File: src/rtl/mem_arb_pkg.sv
// Shared types and constants for the memory arbiter.
// Block geometry, FSM states and fill owner encoding.
package mem_arb_pkg;

  localparam int ADDR_W      = 16;
  localparam int BLOCK_WORDS = 8;
  localparam int CNT_W       = 3;

  localparam logic [ADDR_W-1:0] BLOCK_OFFSET_MASK = 16'hFFF0;

  typedef enum logic [1:0] {
    IDLE,
    WRITE,
    FILL,
    DONE
  } state_e;

  typedef enum logic {
    OWN_I,
    OWN_D
  } owner_e;

endpackage

File: src/rtl/fill_counter.sv
// Block word counter with clear, enable and terminal flag.
// Saturates at BLOCK_WORDS, which needs the extra MSB.
module fill_counter
  import mem_arb_pkg::*;
(
  input  logic           clk,
  input  logic           rst,
  input  logic           clr_i,
  input  logic           en_i,
  output logic [CNT_W:0] cnt_o,
  output logic           term_o
);

  localparam logic [CNT_W:0] TERM = (CNT_W+1)'(BLOCK_WORDS);

  logic [CNT_W:0] cnt_q;
  logic [CNT_W:0] cnt_d;

  always_comb begin
    cnt_d = cnt_q;
    if (clr_i) begin
      cnt_d = '0;
    end else if (en_i && !term_o) begin
      cnt_d = cnt_q + 1'b1;
    end
  end

  always_ff @(posedge clk) begin
    if (rst) begin
      cnt_q <= '0;
    end else begin
      cnt_q <= cnt_d;
    end
  end

  assign cnt_o  = cnt_q;
  assign term_o = (cnt_q == TERM);

endmodule

File: src/rtl/mem_arbiter.sv
// Shared-memory sequencer for I/D cache fills and D stores.
// Reads are issued back to back; returns are counted, not timed.
module mem_arbiter
  import mem_arb_pkg::*;
(
  input  logic              clk,
  input  logic              rst,
  input  logic              i_miss_req,
  input  logic [ADDR_W-1:0] i_miss_addr,
  input  logic              d_miss_req,
  input  logic [ADDR_W-1:0] d_miss_addr,
  input  logic              d_wr_req,
  input  logic [ADDR_W-1:0] d_wr_addr,
  input  logic [ADDR_W-1:0] d_wr_data,
  output logic              mem_en,
  output logic              mem_wr,
  output logic [ADDR_W-1:0] mem_addr,
  output logic [ADDR_W-1:0] mem_wdata,
  input  logic [ADDR_W-1:0] mem_rdata,
  input  logic              mem_rvalid,
  output logic [ADDR_W-1:0] fill_data,
  output logic [CNT_W-1:0]  fill_word,
  output logic              fill_we_i,
  output logic              fill_we_d,
  output logic              tag_we_i,
  output logic              tag_we_d,
  output logic              i_fill_done,
  output logic              d_fill_done,
  output logic              d_wr_ack,
  output logic              busy
);

  localparam logic [CNT_W:0] LAST = (CNT_W+1)'(BLOCK_WORDS - 1);

  state_e            state_q, state_d;
  owner_e            owner_q, owner_d;
  logic [ADDR_W-1:0] base_q, base_d;

  logic [CNT_W:0]    issue_cnt;
  logic              issue_term;
  logic [CNT_W:0]    recv_cnt;
  logic              recv_term;
  logic              in_fill;
  logic              cnt_clr;
  logic              rd_take;
  logic [ADDR_W-1:0] rd_off;

  assign in_fill = (state_q == FILL);
  assign cnt_clr = (state_q == DONE);
  assign rd_take = in_fill && mem_rvalid && !recv_term;
  assign rd_off  = {{(ADDR_W-CNT_W-1){1'b0}}, issue_cnt} << 1;

  fill_counter u_issue (
    .clk    (clk),
    .rst    (rst),
    .clr_i  (cnt_clr),
    .en_i   (in_fill),
    .cnt_o  (issue_cnt),
    .term_o (issue_term)
  );

  fill_counter u_recv (
    .clk    (clk),
    .rst    (rst),
    .clr_i  (cnt_clr),
    .en_i   (rd_take),
    .cnt_o  (recv_cnt),
    .term_o (recv_term)
  );

  always_comb begin
    state_d     = state_q;
    owner_d     = owner_q;
    base_d      = base_q;
    mem_en      = 1'b0;
    mem_wr      = 1'b0;
    mem_addr    = '0;
    mem_wdata   = '0;
    fill_data   = '0;
    fill_word   = '0;
    fill_we_i   = 1'b0;
    fill_we_d   = 1'b0;
    tag_we_i    = 1'b0;
    tag_we_d    = 1'b0;
    i_fill_done = 1'b0;
    d_fill_done = 1'b0;
    d_wr_ack    = 1'b0;
    unique case (state_q)
      IDLE: begin
        if (d_wr_req) begin
          state_d = WRITE;
        end else if (d_miss_req) begin
          state_d = FILL;
          owner_d = OWN_D;
          base_d  = d_miss_addr & BLOCK_OFFSET_MASK;
        end else if (i_miss_req) begin
          state_d = FILL;
          owner_d = OWN_I;
          base_d  = i_miss_addr & BLOCK_OFFSET_MASK;
        end
      end
      WRITE: begin
        mem_en    = 1'b1;
        mem_wr    = 1'b1;
        mem_addr  = d_wr_addr;
        mem_wdata = d_wr_data;
        d_wr_ack  = 1'b1;
        state_d   = IDLE;
      end
      FILL: begin
        if (!issue_term) begin
          mem_en   = 1'b1;
          mem_addr = base_q + rd_off;
        end
        if (rd_take) begin
          fill_data = mem_rdata;
          fill_word = recv_cnt[CNT_W-1:0];
          fill_we_i = (owner_q == OWN_I);
          fill_we_d = (owner_q == OWN_D);
          if (recv_cnt == LAST) begin
            tag_we_i = (owner_q == OWN_I);
            tag_we_d = (owner_q == OWN_D);
            state_d  = DONE;
          end
        end
      end
      DONE: begin
        i_fill_done = (owner_q == OWN_I);
        d_fill_done = (owner_q == OWN_D);
        state_d     = IDLE;
      end
    endcase
  end

  always_ff @(posedge clk) begin
    if (rst) begin
      state_q <= IDLE;
      owner_q <= OWN_I;
      base_q  <= '0;
    end else begin
      state_q <= state_d;
      owner_q <= owner_d;
      base_q  <= base_d;
    end
  end

  assign busy = (state_q != IDLE);

endmodule

File: config.mk
export PLATFORM = sky130hd
export DESIGN_NAME = mem_arbiter
export DESIGN_NICKNAME = d
export VERILOG_FILES = /design/src/rtl/mem_arb_pkg.sv /design/src/rtl/fill_counter.sv /design/src/rtl/mem_arbiter.sv
export SDC_FILE = /design/constraint.sdc
export NUM_CORES = 1
export LEC_CHECK = 0
export CAP_MARGIN = 40
export CORE_ASPECT_RATIO = 1.75
export CORE_MARGIN = 8
export CORE_UTILIZATION = 31
export DETAILED_ROUTE_END_ITERATION = 10
export GPL_TIMING_DRIVEN = 0
export PLACE_DENSITY = 0.83
export SYNTH_ARGS = -nofsm -noshare
export SYNTH_HDL_FRONTEND = slang
export SYNTH_SLANG_ARGS = --single-unit
File: constraint.sdc
create_clock -name clk -period 1.85 [get_ports clk]
set_input_delay 0.555 -clock clk [delete_from_list [all_inputs] [get_ports clk]]
set_output_delay 0.555 -clock clk [all_outputs]
set_load 0.03 [all_outputs]
After elaboration in Yosys (flattened, before gate mapping)
Cells that the tools add are included.
Operators by class
  bitwise operators: 2
  equality and inequality tests: 9
  mux-type cells: 32
  divide/modulo/power cells: 0
  $lt $le $gt $ge: 0
  add/subtract/negate cells: 3
  shift operators: 0
  multiply operators: 0
  reductions and logical operators: 13
Operators with widths (number)
  16-bit two-way mux: 6
  16-bit case mux with 2 select lines: 1
  16-bit by 5-bit adder with 16-bit output: 1
  1-bit two-way mux: 16
  2-bit two-way mux: 5
  4-bit by 1-bit adder with 4-bit output (second input constant): 2
  4-bit equality test (second input constant): 2
  3-bit two-way mux: 2
  2-bit case mux with 3 select lines: 1
  3-bit AND reduction: 2
  2-bit equality test (second input constant): 2
  4-bit by 3-bit equality test with 1-bit output (second input constant): 1
  1-bit logical AND: 4
  2-bit by 1-bit != test with 1-bit output (second input constant): 2
  4-bit != test (second input constant): 1
  2-bit nonzero test: 2
  2-bit OR reduction: 2
  2-bit by 1-bit equality test with 1-bit output (second input constant): 1
  1-bit zero test: 2
  2-bit zero test: 1
  1-bit NOT: 2
  1-bit case mux with 2 select lines: 1
Word-level totals
  memory bits (read-only): 0
  latch bits: 0
  register bits: 27
  memories kept: 0
  memory bits (writable): 0

Logic depth before layout (Yosys ltp)
  word-level depth: 5
  depth in mapped cells: 7
  depth with buffers taken out: 6

Cells and area by module
Synthesis repeated with hierarchy kept, for this count alone.
Second synthesis, totals
  cell total of the unflattened synthesis: 263
  area total of the unflattened synthesis: 2137.0 um^2
Modules (own cells, without submodules)
  mem_arbiter: cells an instance 213, times used 1, area an instance 1689.1 um^2
  fill_counter: cells an instance 25, times used 2, area an instance 224.0 um^2

Worst setup path after synthesis
OpenSTA, ideal clock, no wires.
  kind: register to output
  start: register state_q[0]
  end: output port mem_addr[10]
  slack: -0.477 ns
  arrival time: 1.772 ns
  data required time: 1.295 ns
  cell stages (with the launch flop): 6
  path through: dfxtp_1 > inv_1 > ha_1 > o211ai_1 > clkbuf_2 > o21ai_0
Between the ends
  longest elaborated chain between the ends: 2
  elaborated cells on any way between the ends: 3
  those cells by class: eq/ne (2); mux (1)
RTL lines
  from (decl): line mem_arbiter.sv:35  | state_e state_q, state_d;
  from (signal assigned): line mem_arbiter.sv:141  | state_q <= state_d;
  2-bit equality test / 2-bit by 1-bit equality test with 1-bit output (equally long branches): line mem_arbiter.sv:88  | unique case (state_q)
  16-bit case mux with 2 select lines (*): line mem_arbiter.sv:88
  to (decl): line mem_arbiter.sv:17  | output logic [ADDR_W-1:0] mem_addr,
Every way passes the cells marked *; elsewhere a longest branch is shown, timed or not.

Worst setup path in the final report
  start: register state_q[1]
  end: output port mem_addr[11]
The elaborated chain is that of the path after synthesis.

==> impl_metrics.sql <==
INSERT INTO impl_metrics (metric_group, metric, value, unit) VALUES
('outcome', 'outcome', 'complete, but fails checks', ''),
('flow_run', 'maxCapViolCount', '0', ''),
('setup_path', 'worstSetupPathType', 'flop to output pin', ''),
('timing', 'layout_setup_ws', '-0.512', 'ns'),
('route', 'antenna_left', '0', ''),
('route', 'route.detailed.vias_per_inst', '4.75', ''),
('global_route', 'antenna_found_initial', '0', ''),
('setup_path', 'max_stage_delay', '0.38', 'ns'),
('setup_path', 'cp_data_required_time', '1.29', 'ns'),
('setup_path', 'worstReg2RegEnd', 'state_q[1]', ''),
('cts', 'cts_tree', 'done', ''),
('outcome', 'failing_checks', 'setup timing', ''),
('synthesis', 'syn-cell-area', '0.00193', 'mm²'),
('cells_and_area', 'mostFrequentLayoutCells', 'sky130_fd_sc_hd__clkdlybuf4s50_1 (75), sky130_fd_sc_hd__buf_6 (60), sky130_fd_sc_hd__and2_4 (35)', ''),
('placement', 'io_buffer_count', '137', ''),
('global_route', 'grt_util_all_layers', '17.2', '%'),
('setup_path', 'critPathMaxFanout', '4', ''),
('placement', 'detailed_place.area', '0.00367', 'mm²'),
('setup_path', 'startpoint_type', 'flop', ''),
('setup_path', 'crit_end', 'mem_addr[11]', ''),
('power_and_ir_drop', 'seq_power_share', '17.6', '%'),
('route', 'drt_first_iter_violations', '30', ''),
('timing', 'final.setup_skew', '0.00310', 'ns'),
('synthesis', 'synth_area_leader_cell', 'sky130_fd_sc_hd__dfxtp_1', ''),
('global_route', 'pin_count_of_the_biggest_net_entering_global_routing', '14', ''),
('synthesis', 'total_of_flip_flops_plus_latches_after_synthesis', '23', ''),
('floorplanning', 'placement_rows', '38', ''),
('route', 'drt_drc_violations_left', '0', ''),
('cts', 'clockBufferDepth', '2', ''),
('timing', 'relSlewSlack', '57.2', '%'),
('timing', 'grt_setup_unrepaired', 'yes', ''),
('hold_path', 'timing.hold.worst.class', 'flop to flop', ''),
('power_and_ir_drop', 'power_frac_comb', '75.2', '%'),
('route', 'firstDrtPassIters', '4', ''),
('timing', 'fin_tns_setup', '-20.15', 'ns'),
('synthesis', 'synth.top_cell.area_share', '23.9', '%'),
('power_and_ir_drop', 'vdd_ir_drop_max', '0.704', 'mV'),
('cells_and_area', 'finish.utilization', '69.6', '%'),
('power_and_ir_drop', 'total_power_divided_by_cell_area', '1050', 'mW/mm²'),
('global_route', 'global_route_wire_length_before_repair', '12.1', 'mm'),
('timing', 'setup_viol', '56', ''),
('route', 'route.final.wire_length', '8.37', 'mm'),
('power_and_ir_drop', 'total_leakage_power', '1.77', 'nW'),
('setup_path', 'crit_slowest_cell', 'sky130_fd_sc_hd__dfxtp_4', ''),
('synthesis', 'number_of_synthesized_flops_with_an_enable_pin', '0', ''),
('synthesis', 'ys_top_cells_by_area', 'sky130_fd_sc_hd__dfxtp_1 (24%), sky130_fd_sc_hd__and2_1 (12%), sky130_fd_sc_hd__mux2i_1 (7.8%)', ''),
('cells_and_area', 'layout.cells.most_common', 'sky130_fd_sc_hd__clkdlybuf4s50_1', ''),
('timing', 'final.period_utilization', '128', '%'),
('floorplanning', 'die_h', '120', 'µm'),
('power_and_ir_drop', 'clockPowerShare', '7.2', '%'),
('cts', 'tritoncts.num_buffers', '3', ''),
('power_and_ir_drop', 'sw_share', '44.4', '%'),
('synthesis', 'syn_inst', '240', ''),
('setup_path', 'timing.reg2reg.worst_path_depth', '9', ''),
('setup_path', 'end_kind', 'output pin', ''),
('synthesis', 'async_reset_ff_share', '0', '%'),
('cells_and_area', 'antenna_cells_inserted', '0', ''),
('cells_and_area', 'final_net_count', '506', ''),
('timing', 'final-max-slew-violation-count', '0', ''),
('cells_and_area', 'share_of_final_layout_standard_cells_stronger_than_drive_strength_1', '50.4', '%'),
('power_and_ir_drop', 'cellInternalPower', '0.00247', 'W'),
('timing', 'timing.final.hold_violations', '0', ''),
('setup_path', 'rr_startpoint', 'state_q[1]', ''),
('synthesis', 'synth_cell_types', '45', ''),
('cts', 'skew_pair_late_insertion_delay', '0.27', 'ns'),
('cts', 'cts_hold_buffers', '0', ''),
('cts', 'cts.sinks', '23', ''),
('synthesis', 'mappedNetlistNets', '336', ''),
('power_and_ir_drop', 'net-switching-power', '0.00197', 'W'),
('floorplanning', 'area_of_the_core_region', '0.00609', 'mm²'),
('global_route', 'grt-ovfl-total', '0', '');
[metal layers]
layer	up-vias	GRT usage (%)	share of wire [%]
met1	1090	15.9	34
met2	76	34.8	58
met5	-	0	0
met3	10	2.49	5.6
li1	1149	-	-
met4	0	5.93	1.9
[sequential cells by signal, summed over array words and instances (netlist names)]
name           cells
u_issue.cnt_o      4
owner_q            1
base_q            12
state_q            2
u_recv.cnt_o       4
[power by group through the flow]
stage               combinational (W)  clock [W]  sequential (W)
floorplan                     0.00173          0        0.000727
global placement              0.00257          0        0.000754
detailed placement            0.00262          0        0.000764
CTS                           0.00302   0.000318        0.000758
global route                  0.00353   0.000355        0.000800
finish                        0.00334   0.000322        0.000780
[what timing repair did]
action | 4_1_cts | 5_1_grt
gates resized for setup | 432 | 64
endpoints found under the hold margin | 0 | 0
buffers inserted | 21 | 5
pin swaps | 7 | 4
gates cloned | 2 | 0
endpoints found under the setup margin | 61 | 59
[how the worst min path moves through the flow]
| stage | startpoint | end | slack (ns) | cells after the start |
|---|---|---|---|---|
| finish | base_q[15] | base_q[15] | 0.51 | 2 |
| global route | base_q[15] | base_q[15] | 0.54 | 2 |
| CTS | base_q[15] | base_q[15] | 0.51 | 2 |
| detailed placement | base_q[15] | base_q[15] | 0.50 | 2 |
| global placement | base_q[15] | base_q[15] | 0.50 | 2 |
| floorplan | base_q[15] | base_q[15] | 0.47 | 2 |
[per-stage QoR]
step,hold slack [ns],power (W),setup slack [ns],std cells
floorplan,0.473,0.00245,-0.0772,240
global placement,0.499,0.00333,-1.18,457
detailed placement,0.499,0.00338,-1.18,457
CTS,0.511,0.00410,-0.457,484
global route,0.540,0.00468,-0.578,489
finish,0.511,0.00445,-0.512,489
[cell type report]
| cell class | instances | area (µm²) |
|---|---|---|
| buffer | 14 | 160 |
| clock buffer | 3 | 41.3 |
| clock inverter | 1 | 5.00 |
| fill | 447 | 1850 |
| inverter | 10 | 45.0 |
| multi-input combinational | 193 | 1730 |
| sequential | 23 | 482 |
| tap | 80 | 100 |
| timing repair buffer | 165 | 1670 |
[cell usage after synthesis (3+ instances only)]
| cell type | count |
|---|---|
| sky130_fd_sc_hd__a211oi_1 | 5 |
| sky130_fd_sc_hd__nor3b_1 | 3 |
| sky130_fd_sc_hd__a22oi_1 | 3 |
| sky130_fd_sc_hd__a21oi_1 | 3 |
| sky130_fd_sc_hd__xnor2_1 | 8 |
| sky130_fd_sc_hd__nand3_1 | 5 |
| sky130_fd_sc_hd__and3_1 | 4 |
| sky130_fd_sc_hd__nand4_1 | 3 |
| sky130_fd_sc_hd__nor3_1 | 3 |
| sky130_fd_sc_hd__inv_1 | 10 |
| sky130_fd_sc_hd__xor2_1 | 6 |
| sky130_fd_sc_hd__nor2_1 | 24 |
| sky130_fd_sc_hd__mux2i_1 | 15 |
| sky130_fd_sc_hd__and2_1 | 38 |
| sky130_fd_sc_hd__clkbuf_1 | 6 |
| sky130_fd_sc_hd__buf_4 | 4 |
| sky130_fd_sc_hd__a211oi_2 | 8 |
| sky130_fd_sc_hd__nor2b_1 | 3 |
| sky130_fd_sc_hd__nand2_1 | 21 |
| sky130_fd_sc_hd__ha_1 | 10 |
| sky130_fd_sc_hd__dfxtp_1 | 23 |
| sky130_fd_sc_hd__o21ai_0 | 12 |
[critical path, delay by kind of cell, from the launching register on]
family                     cells  cell delay [ns]
buffers and inverters          5             0.64
DFF                            1             0.38
adders and majority gates      1             0.27
AOI/OAI and AO/OA              2             0.23
[cell families after synthesis]
group                    after synthesis  synth area share (%)
flip-flops                            23                  23.9
buffers and inverters                 24                  5.97
AND/OR/NAND/NOR                      116                  33.6
multiplexers                          15                  7.79
adder cells (fa/ha/maj)               10                  6.49
XOR/XNOR                              14                  6.36
AO/OA/AOI/OAI                         38                  16.0
Power figures use the tool's default switching activity.
